### config.mk
export PLATFORM = sky130hd
export DESIGN_NAME = time_set_controller
export DESIGN_NICKNAME = d
export VERILOG_FILES = /design/src/rtl/time_set_controller.sv
export SDC_FILE = /design/constraint.sdc
export NUM_CORES = 1
export LEC_CHECK = 0
export BUFFER_PORTS_ARGS = -buffer_cell sky130_fd_sc_hd__buf_2
export CORE_MARGIN = 2
export CORE_UTILIZATION = 59
export CTS_CLUSTER_DIAMETER = 60
export CTS_CLUSTER_SIZE = 10
export DETAILED_ROUTE_END_ITERATION = 16
export PLACE_DENSITY = 0.85
export SETUP_SLACK_MARGIN = 0.5
export SYNTH_ARGS = -nofsm -noshare
export SYNTH_HDL_FRONTEND = slang
export SYNTH_SLANG_ARGS = --single-unit
### constraint.sdc
create_clock -name clk -period 5.3 [get_ports clk]
set_clock_uncertainty 0.15 [all_clocks]
set_input_delay 0.265 -clock clk [delete_from_list [all_inputs] [get_ports clk]]
set_output_delay 0.265 -clock clk [all_outputs]
set_load 0.1 [all_outputs]
### src/rtl/time_set_controller.sv
// time_set_controller
// Front end of the six-digit 12-hour clock. It synchronises the pushbuttons,
// runs the reset/set/start mode machine and the hours/minutes/seconds edit
// cursor, and presets BCD time with per-field limits. In run mode it drives
// the free-running one-second counter, the tick pulse and the move-enable.
// Optional feature macro: TIME_SET_BLINK_EN adds a blink of the selected
// field while editing. When the macro is not defined, blankMask is tied to 0.
//
// Buttons are plain levels; an event is the first cycle a synchronised
// button is seen high, so holding a button gives exactly one event.
module time_set_controller #(
    parameter int TICK_MAX = 49999999,
    parameter int CNT_W    = 26
) (
    input  logic             clk,
    input  logic             reset_n,
    input  logic             btnReset,
    input  logic             btnSet,
    input  logic             btnStart,
    input  logic             btnSelect,
    input  logic             btnUp,
    output logic [3:0]       state,
    output logic [23:0]      setBits,
    output logic [1:0]       cursor,
    output logic             canIMove,
    output logic [CNT_W-1:0] rCount,
    output logic             tick,
    output logic [5:0]       blankMask
);

    localparam logic [3:0] S_RESET = 4'd0;
    localparam logic [3:0] S_SET   = 4'd1;
    localparam logic [3:0] S_START = 4'd3;

    localparam logic [23:0]      L_PRESET   = 24'h120000;
    localparam logic [CNT_W-1:0] L_TICK_MAX = CNT_W'(TICK_MAX);

    // Button order in every vector: reset, set, start, select, up.
    logic [4:0] w_btn;
    logic [4:0] r_sync1;
    logic [4:0] r_sync2;
    logic [4:0] r_hist;
    logic [4:0] w_evt;

    logic [3:0]       r_state;
    logic [23:0]      r_set;
    logic [1:0]       r_cursor;
    logic [CNT_W-1:0] r_count;

    logic [3:0]  w_state_nxt;
    logic [23:0] w_set_nxt;
    logic [1:0]  w_cursor_nxt;

    // Seconds/minutes: 00..59, low nibble carries into high nibble.
    function automatic logic [7:0] inc_sixty(input logic [7:0] v);
        logic [7:0] r;
        if (v[3:0] == 4'd9) begin
            r[3:0] = 4'd0;
            r[7:4] = (v[7:4] == 4'd5) ? 4'd0 : v[7:4] + 4'd1;
        end else begin
            r = {v[7:4], v[3:0] + 4'd1};
        end
        return r;
    endfunction

    // Hours: 01..12, twelve wraps to one and zero is never produced.
    function automatic logic [7:0] inc_hours(input logic [7:0] v);
        logic [7:0] r;
        if (v == 8'h12) begin
            r = 8'h01;
        end else if (v[3:0] == 4'd9) begin
            r = {v[7:4] + 4'd1, 4'd0};
        end else begin
            r = {v[7:4], v[3:0] + 4'd1};
        end
        return r;
    endfunction

    assign w_btn = {btnReset, btnSet, btnStart, btnSelect, btnUp};
    assign w_evt = r_sync2 & ~r_hist;

    // Two-flop synchroniser plus history flop for rising-edge detection.
    always_ff @(posedge clk) begin
        if (!reset_n) begin
            r_sync1 <= '0;
            r_sync2 <= '0;
            r_hist  <= '0;
        end else begin
            r_sync1 <= w_btn;
            r_sync2 <= r_sync1;
            r_hist  <= r_sync2;
        end
    end

    // Next mode, preset time and cursor; priority reset > start > set > select/up.
    always_comb begin
        w_state_nxt  = r_state;
        w_set_nxt    = r_set;
        w_cursor_nxt = r_cursor;
        if (w_evt[4]) begin
            w_state_nxt  = S_RESET;
            w_set_nxt    = L_PRESET;
            w_cursor_nxt = 2'd0;
        end else begin
            case (r_state)
                S_RESET: begin
                    if (w_evt[2]) begin
                        w_state_nxt = S_START;
                    end else if (w_evt[3]) begin
                        w_state_nxt = S_SET;
                    end
                end
                S_SET: begin
                    if (w_evt[2]) begin
                        w_state_nxt = S_START;
                    end else if (!w_evt[3]) begin
                        // Up edits the field under the old cursor even when
                        // select moves the cursor on the same edge.
                        if (w_evt[0]) begin
                            case (r_cursor)
                                2'd0:    w_set_nxt[7:0]   = inc_sixty(r_set[7:0]);
                                2'd1:    w_set_nxt[15:8]  = inc_sixty(r_set[15:8]);
                                2'd2:    w_set_nxt[23:16] = inc_hours(r_set[23:16]);
                                default: w_set_nxt        = r_set;
                            endcase
                        end
                        if (w_evt[1]) begin
                            w_cursor_nxt = (r_cursor == 2'd2) ? 2'd0 : r_cursor + 2'd1;
                        end
                    end
                end
                S_START: begin
                    w_state_nxt = S_START;
                end
                default: begin
                    w_state_nxt = S_RESET;
                end
            endcase
        end
    end

    // Mode, preset and cursor registers.
    always_ff @(posedge clk) begin
        if (!reset_n) begin
            r_state  <= S_RESET;
            r_set    <= L_PRESET;
            r_cursor <= 2'd0;
        end else begin
            r_state  <= w_state_nxt;
            r_set    <= w_set_nxt;
            r_cursor <= w_cursor_nxt;
        end
    end

    // One-second counter: counts only while staying in run mode, so it reads
    // 0 on the first run cycle and drops to 0 on the edge that leaves run mode.
    always_ff @(posedge clk) begin
        if (!reset_n) begin
            r_count <= '0;
        end else if (r_state == S_START && w_state_nxt == S_START) begin
            r_count <= (r_count == L_TICK_MAX) ? '0 : r_count + CNT_W'(1);
        end else begin
            r_count <= '0;
        end
    end

    assign state    = r_state;
    assign setBits  = r_set;
    assign cursor   = r_cursor;
    assign rCount   = r_count;
    assign canIMove = (r_state == S_START);
    assign tick     = (r_state == S_START) && (r_count == L_TICK_MAX);

`ifdef TIME_SET_BLINK_EN
    localparam logic [CNT_W-1:0] L_HALF_M1 = CNT_W'((TICK_MAX + 1) / 2 - 1);

    logic [CNT_W-1:0] r_blink_cnt;
    logic             r_blink_phase;
    logic [5:0]       w_field_mask;

    // Blink timer: runs only while staying in set mode, phase flips each half period.
    always_ff @(posedge clk) begin
        if (!reset_n) begin
            r_blink_cnt   <= '0;
            r_blink_phase <= 1'b0;
        end else if (r_state == S_SET && w_state_nxt == S_SET) begin
            if (r_blink_cnt == L_HALF_M1) begin
                r_blink_cnt   <= '0;
                r_blink_phase <= ~r_blink_phase;
            end else begin
                r_blink_cnt <= r_blink_cnt + CNT_W'(1);
            end
        end else begin
            r_blink_cnt   <= '0;
            r_blink_phase <= 1'b0;
        end
    end

    // Digit pair belonging to the field under the cursor.
    always_comb begin
        w_field_mask = 6'b000000;
        case (r_cursor)
            2'd0:    w_field_mask = 6'b000011;
            2'd1:    w_field_mask = 6'b001100;
            2'd2:    w_field_mask = 6'b110000;
            default: w_field_mask = 6'b000000;
        endcase
    end

    assign blankMask = r_blink_phase ? w_field_mask : 6'b000000;
`else
    assign blankMask = 6'b000000;
`endif

endmodule
==> results of run 1 <==
[power groups by stage]
stage,sequential (W),clock (W),combinational (W)
4_1_cts,0.000542,0.000482,0.0000487
3_5_place_dp,0.000555,0,0.0000456
2_1_floorplan,0.000561,0,0.0000355
5_1_grt,0.000543,0.000508,0.0000515
3_3_place_gp,0.000554,0,0.0000452
6_report,0.000542,0.000473,0.0000490
[metal layers]
layer	wire length, um	GRT usage
met1	3550	0.336
met5	0	0
met4	87	0.107
met3	460	0.0509
met2	3630	0.397
[worst paths after layout]
path | startpoint | endpoint | slack, ps | cells after the start
setup / recovery | rCount[2] | tick | 2660 | 5
hold / removal | reset_n | r_sync1[1] | 140 | 2
setup reg to reg | rCount[2] | rCount[8] | 2830 | 5
hold reg to reg | r_sync1[2] | r_sync2[2] | 290 | 1
[metrics by stage]
stage / setup WS (ps) / hold WS (ps) / area (um^2) / power [W] / instances
floorplan: 554 / 242 / 3410 / 0.000597 / 391
global placement: 2980 / 265 / 3700 / 0.000600 / 504
detailed placement: 2860 / 269 / 3700 / 0.000600 / 504
CTS: 2660 / 126 / 3970 / 0.00107 / 525
global route: 2520 / 150 / 3970 / 0.00110 / 525
finish: 2660 / 138 / 3970 / 0.00106 / 525
[worst max-delay path, stage by stage, from the launching register on]
cell     delay (ps)
dfxtp_1         430
and4_2          450
nand4_1         210
nor3_1          210
and2_1          160
buf_2           430
[synthesized netlist by cell type, drive strengths merged, types with 2 or more instances]
library cell	instances	area (um^2)
dfxtp	71	1420
a21oi	31	155
nand2	25	93.8
nor2	21	78.8
o31ai	20	150
and2	19	119
nand3	18	95.1
nand4	16	143
or4	15	113
o21ai	14	70.1
clkbuf	13	48.8
inv	12	45.0
buf	11	76.3
nor2b	11	68.8
or3	8	50.1
xor2	8	70.1
nor4	7	58.8
a31oi	6	37.5
and3	6	37.5
and4	6	53.8
nand2b	6	37.5
nor3	4	20.0
o311ai	4	35.0
ha	3	37.5
mux2i	3	30.0
nor3b	3	22.5
nor4b	3	41.3
o41ai	3	26.3
xnor2	3	26.3
and3b	2	17.5
nand4b	2	17.5
o211ai	2	15.0
[cell families (layout without fill, tap and decap cells)]
logic type	after synthesis	in the layout
buffers and inverters	36	98
adder cells (fa/ha/maj)	3	3
XOR/XNOR	11	11
multiplexers	3	3
flip-flops	71	71
AND/OR/NAND/NOR	177	177
other	1	8
AO/OA/AOI/OAI	82	82
[flip-flops by register name, indices dropped and copies added, names as in the netlist]
| signal | flops |
|---|---|
| state | 4 |
| r_hist | 5 |
| r_sync2 | 5 |
| rCount | 26 |
| r_sync1 | 5 |
| setBits | 24 |
| cursor | 2 |
[final cells by class]
type | instances | area (um^2) | area share
Sequential cell | 71 | 1420 | 0.358
Timing Repair Buffer | 70 | 378 | 0.0951
Clock buffer | 9 | 124 | 0.0312
Clock inverter | 7 | 95.1 | 0.0239
Multi-Input combinational cell | 284 | 1820 | 0.458
Inverter | 12 | 45.0 | 0.0113
Tap cell | 72 | 90.1 | 0.0227
[cell usage in the layout, fill, tap and decap left out, types with 8 or more instances in the layout]
| cell | instances |
|---|---|
| xor2_1 | 8 |
| a21oi_1 | 31 |
| nand4_1 | 12 |
| conb_1 | 8 |
| inv_1 | 12 |
| or4_1 | 15 |
| nand2_1 | 25 |
| nor2_1 | 21 |
| nand3_1 | 17 |
| nor2b_1 | 11 |
| o31ai_1 | 20 |
| and2_1 | 19 |
| or3_1 | 8 |
| clkbuf_8 | 9 |
| dfxtp_1 | 71 |
| buf_2 | 64 |
| o21ai_0 | 14 |
[repair_timing]
action	in CTS	in global routing
hold buffers	5	0
setup buffers	0	0
endpoints found under the hold margin	5	0
resized for setup	0	0
==> results, run 1 <==
- The run finished with clean final reports.
- The initial antenna violation count is 0.
- The worst slew margin relative to its limit is 0.396.
- The die footprint is 6360 um^2.
- Timing would allow up to 0.379 GHz.
- The hold violation count in the final report came to 0.
- The slew at the pin closest to its max-slew limit is 904 ps.
- The share of total power dissipated in combinational logic is 0.046.
- For this configuration, the core starts out at a cell density of 0.611.
- The count of warnings emitted by yosys is 0.
- Setup violations remaining at the end of the flow were counted as 0.
- The number of antenna diodes in the final layout is 0.
- In the routed layout, each cell is associated on average with a via count of 5.92.
- Counting flops and latches in the post-synthesis netlist gives 71.
- The proportion of power drawn by the clock network is 0.445.
- The internal power of the cells totals 0.000814 W.
- The DRC violation total after the first TritonRoute iteration is 264.
- The total overflow left after global routing is 0.
- The fraction of the mapped netlist area in compound gates came to 0.150.
- The routed layout has 3110 vias.
- Of the total power, registers draw 0.509.
- After routing, the total negative slack on setup checks comes to 0 ps.
- The critical path class is reg2out.
- The area fraction in and, or, nand and nor cells after synthesis is 0.331.
- At the end of routability-driven placement, the weighted congestion stood at 0.818.
- The net count of the finished layout is 458.
- From bottom edge to top edge, the die measures 79.8 um.
- The adder-cell share of the synthesized area is 0.0111.
- The clock input transition at the sequential cells of the worst setup and hold paths is 80 ps.
- In this run the deepest clock path goes through 2 buffers.
- The placement row count is 27.
- The worst min-delay path class is in2reg.
- The buffer type at the clock tree root is clkbuf_8.
- The TritonCTS clock tree is yes.
- The post-synthesis sequential area ratio is 0.420.
- The first global-routing pass estimated 12.8 mm of wire.
- The level count of the clock H-tree is 3.
- The global-route total usage across every layer is 0.252.
- The final cell utilization of the core is 0.717.
- The residual antenna-violating net count after detailed routing is 0.
- The total CTS buffers is 9.
- In the finished design, the share of the clock period the worst path needs comes to 0.498.
- Of the total synthesized cell area, the portion taken by XOR and XNOR cells is 0.0285.
- After synthesis the cells add up to 3390 um^2.
- The top flip-flop cell by instance count after synthesis is dfxtp_1.
- After filler insertion, the fill cell instance count of the layout stands at 451.
- Of the cells placed in the final design, the portion with a size suffix greater than 1 is 0.203.
- The average instance in the mapped netlist occupies 8.82 um^2.
- The x dimension of the die is 79.8 um.
- The critical-path maximum fanout is 12.
- The shortest period the worst path allows is 2640 ps.
- For this design the total switching power over the nets is 0.000250 W.
- The number of max-cap violations is 0.
- VDD sags by at most 0.269 mV.
- The final max-slew violation count is 0.
- The share of async-settable or async-resettable flops after synthesis is 0.
- The netlist uses 49 different library cells.
- Of the post-synthesis cell area, the part taken by muxes is 0.00887.
- The total length of routed wires is 7.73 mm.
- Of the total power, the share spent switching nets is 0.235.
- At the worst endpoint, the required time is 4890 ps.
- The core region is 5540 um^2.
- Input and output buffers added on the ports amount to 64.
- Counting every sink on the clock net gives 71.
- The via count of the first global-routing pass is 2790.
- In this run the power density over the cells is 268 nW/um^2.
- The element type at the critical path start is a flip-flop.
- The main combinational cell family by area after synthesis is simple AND/OR/NAND/NOR gates.
- Dividing the detail-routed wire length by the instance count gives 14.7 um.
- The sum of net half-perimeters after detailed placement is 5.19 mm.
- The sort of element at the end of the critical path is an output port.
- For this design the top-level I/O count stands at 71.
- Setup repair after global routing left no endpoint under its margin.
- Data arrives at the worst endpoint at 2220 ps.
- Synthesis produced 384 cells.
- The iteration count of the initial detailed-routing pass is 4.
- The insertion delay to the later sink of the worst-skew pair is 340 ps.
- Entering global routing, the biggest net connects 26 pins.
- The number of design rule violations left after detail routing is 0.
- The signed area change from the synthesized netlist to the final layout is 17.4%.
- In this run, synthesis inferred 0 flip-flops with an integrated enable.
- The leakage power is 1.54 nW.
No activity file was read; power rests on OpenSTA's default activity.
==> inputs of run 2 (changes only) <==
- CORE_UTILIZATION: 59 -> 54
- PLACE_DENSITY: 0.85 -> 0.79
- clock period: 5.3 -> 2.6 ns (I/O delays scaled with it)
==> results, run 2 (synthesis gave the netlist of run 1 again) <==
- The placeable core region is 5990 um^2.
- The required time of the worst setup path is 2680 ps.
- Derived from the worst setup path, the maximum achievable clock frequency is 0.496 GHz.
- The hold violation count in the final report was 0.
- For this block, the via count after detailed routing is 3170.
- The final layout contains 476 nets.
- The critical path class is reg2reg.
- The placement row count is 28.
- The number of design rule violations left after detail routing is 0.
- The total negative setup slack is 0 ps.
- The initial antenna violation count is 0.
- The maximum vdd drop is 0.508 mV.
- Among cell families on the critical path, the largest total delay comes from simple AND/OR/NAND/NOR gates.
- For this run, the total global-route usage over all layers was measured as 0.222.
- The flow ran to the end, and the final reports show no timing, DRC or antenna violations.
- The library cell contributing the largest single delay on the critical path is or4_1.
- The die height is 83.2 um.
- Summed over all layers, the routed wires come to 7.78 mm.
- The data arrival time of the critical path is 2090 ps.
- The element type at the critical path start is a flip-flop.
- The number of max-cap violations is 0.
- Entering global routing, the biggest net connects 25 pins.
- Summed over all nets, the half-perimeter wirelength after detailed placement is 5.27 mm.
- The total buffers and inverters traversed by the critical path is 0.
- At the pin with the least slew margin, the transition time is 592 ps.
- In this run, the number of DRC markers left after iteration 0 of detailed routing was 214.
- Of the cells placed in the final design, the portion with a size suffix greater than 1 is 0.306.
- Setup repair after global routing could not meet its margin everywhere.
- The die footprint is 6920 um^2.
- The critical-path maximum fanout is 16.
- The timing startpoint of the critical path is state[3].
- The clock sink count is 71.
- The remaining global-route overflow is 0.
- The number of I/O pins is 71.
- The total of endpoints with negative setup slack in the final report is 0.
- The register with the most flip-flops in the layout has 26 of them.
- The weighted congestion reported at the end of routability-driven placement is 0.812.
- The residual antenna-violating net count after detailed routing is 0.
- 0 antenna diodes ended up in the layout.
- The clock input transition at the sequential cells of the worst setup and hold paths is 80 ps.
- Dividing the detail-routed via count by the number of cells gives 5.81.
- The share of the cycle needed by the critical path after routing is 0.775.
- STA classifies the critical path endpoint as a flip-flop.
- The buffer type at the clock tree root is clkbuf_8.
- For this run, the slowest stage of the critical path takes 560 ps.
- In this run the horizontal extent of the chip is 83.2 um.
- In this run the most critical hold path is launched from r_sync1[2].
- The level count of the clock H-tree is 3.
- The total CTS buffers is 9.
- The worst slew margin relative to its limit is 0.602.
- In this run the worst hold path is classified as reg2reg.
- The via count of the first global-routing pass came to 2761.
- No sink is reached through more buffers than the 2 on the longest clock path.
- After detailed routing, the average wire length per cell comes to 14.2 um.
- Leaving out fill and tap cells, the most frequent cells in the layout are buf_2 (63), dfxtp_1 (36), dfxtp_2 (32), a21oi_1 (31), nand2_1 (23).
- The launch instance of the worst register-to-register path is state[3].
- The initial utilization of the core area, before any placement, comes to 0.565.
- The signed area change from the synthesized netlist to the final layout is 24.5%.
- The TritonCTS clock tree is yes.
- The final max-slew violation count is 0.
- The overall power is 0.00208 W.
- Port buffering added 64 buffers.
- The first global-routing pass estimated 12.8 mm of wire.
- Clock latency on the worst-skew pair, taken at its later pin, is 340 ps.
- For this design the ratio of total power to cell area is 492 nW/um^2.
- The shortest period the worst path allows is 2010 ps.
- The most common library cell in the layout ignoring fill and taps is buf_2.
- Traced cell by cell, the critical path runs through nor4b_4 > nand4_4 > or4_1 > o311ai_0.
- The iteration count of the initial detailed-routing pass is 5.
- The leakage power is 1.63 nW.
-- run 2: cell types whose count changed in the layout (fill, tap and decap cells not counted), moves of 2 or more --
cell,change
clkinv_2,-2
dfxtp_1,-35
nand2_1,-2
dfxtp_2,+32
dfxtp_4,+3
buf_4,+11
bufinv_16,-2
dlygate4sd3_1,+6
-- run 2: report_power, final --
group / switching [W] / leakage, nW / internal, W / total, W
combinational: 0.0000839 / 0.944 / 0.0000278 / 0.000112
sequential: 0.00000823 / 0.591 / 0.00109 / 0.00110
clock: 0.000448 / 0.0946 / 0.000414 / 0.000861
-- run 2: final cells by class --
type                            count  area (um^2)
Clock buffer                       10          149
Sequential cell                    71         1470
Multi-Input combinational cell    284         1860
Clock inverter                      6         50.0
Timing Repair Buffer               88          547
Inverter                           12         45.0
Fill cell                         455         1780
Tap cell                           75         93.8
-- run 2: worst paths after layout --
| check | endpoint | slack (ps) | cells after the start |
|---|---|---|---|
| worst max-delay path | setBits[22] | 590 | 4 |
| worst min-delay path | r_sync2[2] | 290 | 1 |
| worst max register to register | setBits[22] | 590 | 4 |
| worst min register to register | r_sync2[2] | 290 | 1 |
-- run 2: routing by layer --
layer	up-vias	wire length, um	global-route usage
met2	96	3560	0.337
met5	-	0	0
met4	0	164	0.0939
met1	1487	3660	0.310
met3	16	390	0.0417
li1	1571	-	-
-- run 2: through the flow --
step	instances	hold slack, ps	utilization	worst slack, ps	instance area [um^2]
finish	546	289	0.704	585	4220
global route	546	318	0.704	493	4220
CTS	539	283	0.691	501	4140
detailed placement	512	188	0.637	491	3820
global placement	512	188	0.637	567	3820
floorplan	391	107	-	171	3490
-- run 2: timing repair --
action | in CTS | in global routing
setup buffers | 0 | 7
hold endpoints to repair | 8 | 0
pin swaps | 0 | 4
setup endpoints to repair | 7 | 14
resized for setup | 3 | 5
hold buffers | 11 | 0
==> inputs of run 3 (changes only) <==
- clock period: 2.6 -> 1.95 ns (I/O delays scaled with it)
==> results, run 3 (synthesis gave the netlist of run 1 again) <==
- Leaving out fill and tap cells, the most frequent cells in the layout are buf_4 (53), dfxtp_2 (34), clkbuf_4 (25), buf_2 (22).
- Data on the critical path is required at its endpoint by 1700 ps.
- In the post-route analysis, the smallest setup slack over all paths is -11.6 ps.
- The internal power of the cells totals 0.00205 W.
- The count of inserted antenna diode cells is 0.
- The number of I/O pins is 71.
- The flow ran to the end, but the final reports show violations.
- At the end of routability-driven placement, the weighted congestion stood at 0.836.
- The x dimension of the die is 83.2 um.
- The total of endpoints with negative setup slack in the final report is 1.
- The placement row count is 28.
- The sort of element at the end of the critical path is an output port.
- The tool flagged a number of max-cap violations equal to 0.
- The element type at the critical path start is a flip-flop.
- The final cell utilization of the core is 0.854.
- Compared with the post-synthesis result, the final layout area differs by 51.0%.
- The sum of net half-perimeters after detailed placement is 5.75 mm.
- The global-route wire length before repair is 14.9 mm.
- The number of design rule violations left after detail routing is 0.
- Timing would allow up to 0.510 GHz.
- Input and output buffers added on the ports amount to 64.
- The filler cell count in the final layout is 284.
- The number of nets in the final layout is 522.
- The proportion of power drawn by the clock network is 0.419.
- The register share of total power is 0.516.
- The hold violation count in the final report was 0.
- The analysis attributes to net switching a power of 0.000768 W.
- The die footprint is 6920 um^2.
- Of the total power, combinational logic draws 0.065.
- Setup repair after global routing could not meet its margin everywhere.
- After layout, the minimum clock period comes to 1960 ps.
- The later pin in the worst-skew pair is clocked with a latency of 370 ps.
- The critical path class is reg2out.
- After detailed placement, the total cell area comes to 4020 um^2.
- The largest net degree at the start of global routing is 25.
- The level count of the clock H-tree is 3.
- In the final layout, the share of cells above drive strength 1 is 0.501.
- The library cell used most frequently in the layout, excluding fill and tap cells, is buf_4.
- CTS saw 71 sinks.
- The total overflow left after global routing is 0.
- The ratio of routed vias to standard cells is 6.19.
- The tightest min-delay check is of the in2reg type.
- The detail-routed net length per standard cell is 19.4 um.
- The TritonCTS clock tree is yes.
- Data on the critical path arrives at its endpoint at 1710 ps.
- Of the available clock period, the critical path in the final layout requires 1.01.
- For this run, the detailed router's first-pass iteration total came to 5.
- The maximum vdd drop is 0.619 mV.
- The total length of routed wires is 11.5 mm.
- The clock input transition at the sequential cells of the worst setup and hold paths is 80 ps.
- The maximum buffer depth of the clock tree is 2.
- The buffer type at the clock tree root is clkbuf_8.
- The power density normalized to cell area is 551 nW/um^2.
- The detailed-route via count is 3666.
- The initial antenna violation count was 0.
- Of the total power, the share spent switching nets is 0.272.
- For the final routed database, the setup TNS stands at -11.6 ps.
- The final max-slew violation count is 0.
- The starting density of the core is 0.565.
- Of all nets on the critical path, the largest fanout is 5.
- The total CTS buffers is 9.
- For this run, the total global-route usage over all layers was measured as 0.262.
- The final reports fail on negative setup slack.
- The via count of the first global-routing pass is 3136.
- The register with the most flip-flops in the layout has 26 of them.
- The DRC violation total after the first TritonRoute iteration is 433.
- The final design area excluding fillers is 5110 um^2.
- The residual antenna-violating net count after detailed routing is 0.
- The leakage power is 1.97 nW.
- After floorplanning, the core was sized to cover 5990 um^2.
- The die height is 83.2 um.
-- run 3: cell count changes in the layout (fill, tap and decap cells not counted), moves of 5 or more --
cell and change:
buf_6 +15, or4_4 +7, clkbuf_4 +25, a21oi_1 -15, nor2_1 -7, or4_1 -7, nor2_4 +5, buf_2 -41
a21oi_2 +15, dfxtp_4 +13, dfxtp_1 -15, buf_4 +41, o31ai_1 -5
-- run 3: final timing paths --
check,startpoint,end,slack (ps),cells past startpoint
setup reg to reg,state[3],setBits[2],10,6
setup / recovery,rCount[25],tick,-10,5
hold / removal,reset_n,setBits[22],130,4
hold reg to reg,r_sync1[2],r_sync2[2],300,1
-- run 3: area by class of cell --
| cell class | instances | area (um^2) | share of cell area |
|---|---|---|---|
| Multi-Input combinational cell | 284 | 2140 | 0.418 |
| Sequential cell | 71 | 1520 | 0.298 |
| Timing Repair Buffer | 134 | 1120 | 0.218 |
| Clock buffer | 10 | 149 | 0.0291 |
| Tap cell | 75 | 93.8 | 0.0184 |
| Clock inverter | 6 | 47.5 | 0.00930 |
| Inverter | 12 | 45.0 | 0.00881 |
-- run 3: layer usage --
metal,GRT usage,share of wire
met5,0,0
met4,0.113,0.030
met3,0.0636,0.072
met2,0.408,0.49
met1,0.346,0.41
-- run 3: power groups by stage --
stage | sequential [W] | combinational, W | clock (W)
2_1_floorplan | 0.00151 | 0.0000986 | 0
3_3_place_gp | 0.00149 | 0.000139 | 0
3_5_place_dp | 0.00149 | 0.000140 | 0
4_1_cts | 0.00145 | 0.000163 | 0.00117
5_1_grt | 0.00146 | 0.000190 | 0.00125
6_report | 0.00145 | 0.000184 | 0.00118
-- run 3: what timing repair did --
| item | in CTS | in global routing |
|---|---|---|
| resized for setup | 49 | 96 |
| gates cloned | 0 | 3 |
| setup endpoints to repair | 68 | 75 |
| setup buffers | 20 | 17 |
| hold buffers | 11 | 0 |
| hold endpoints to repair | 15 | 0 |
| pin swaps | 20 | 33 |
-- run 3: critical path: stages (launching register included) --
cell and delay, ps:
dfxtp_1 490, nor4bb_2 260, nand3_1 130, nor3_2 130, and2_4 180, buf_12 170
-- run 3: per-stage QoR --
step / worst slack, ps / instances / hold slack, ps / total power (W)
after floorplan: -478 / 391 / 74.8 / 0.00161
after global placement: 68.8 / 525 / 153 / 0.00163
after detailed placement: -4.52 / 525 / 157 / 0.00163
after CTS: 4.31 / 572 / 74.7 / 0.00279
after global routing: -56.2 / 592 / 153 / 0.00289
final: -11.6 / 592 / 131 / 0.00282
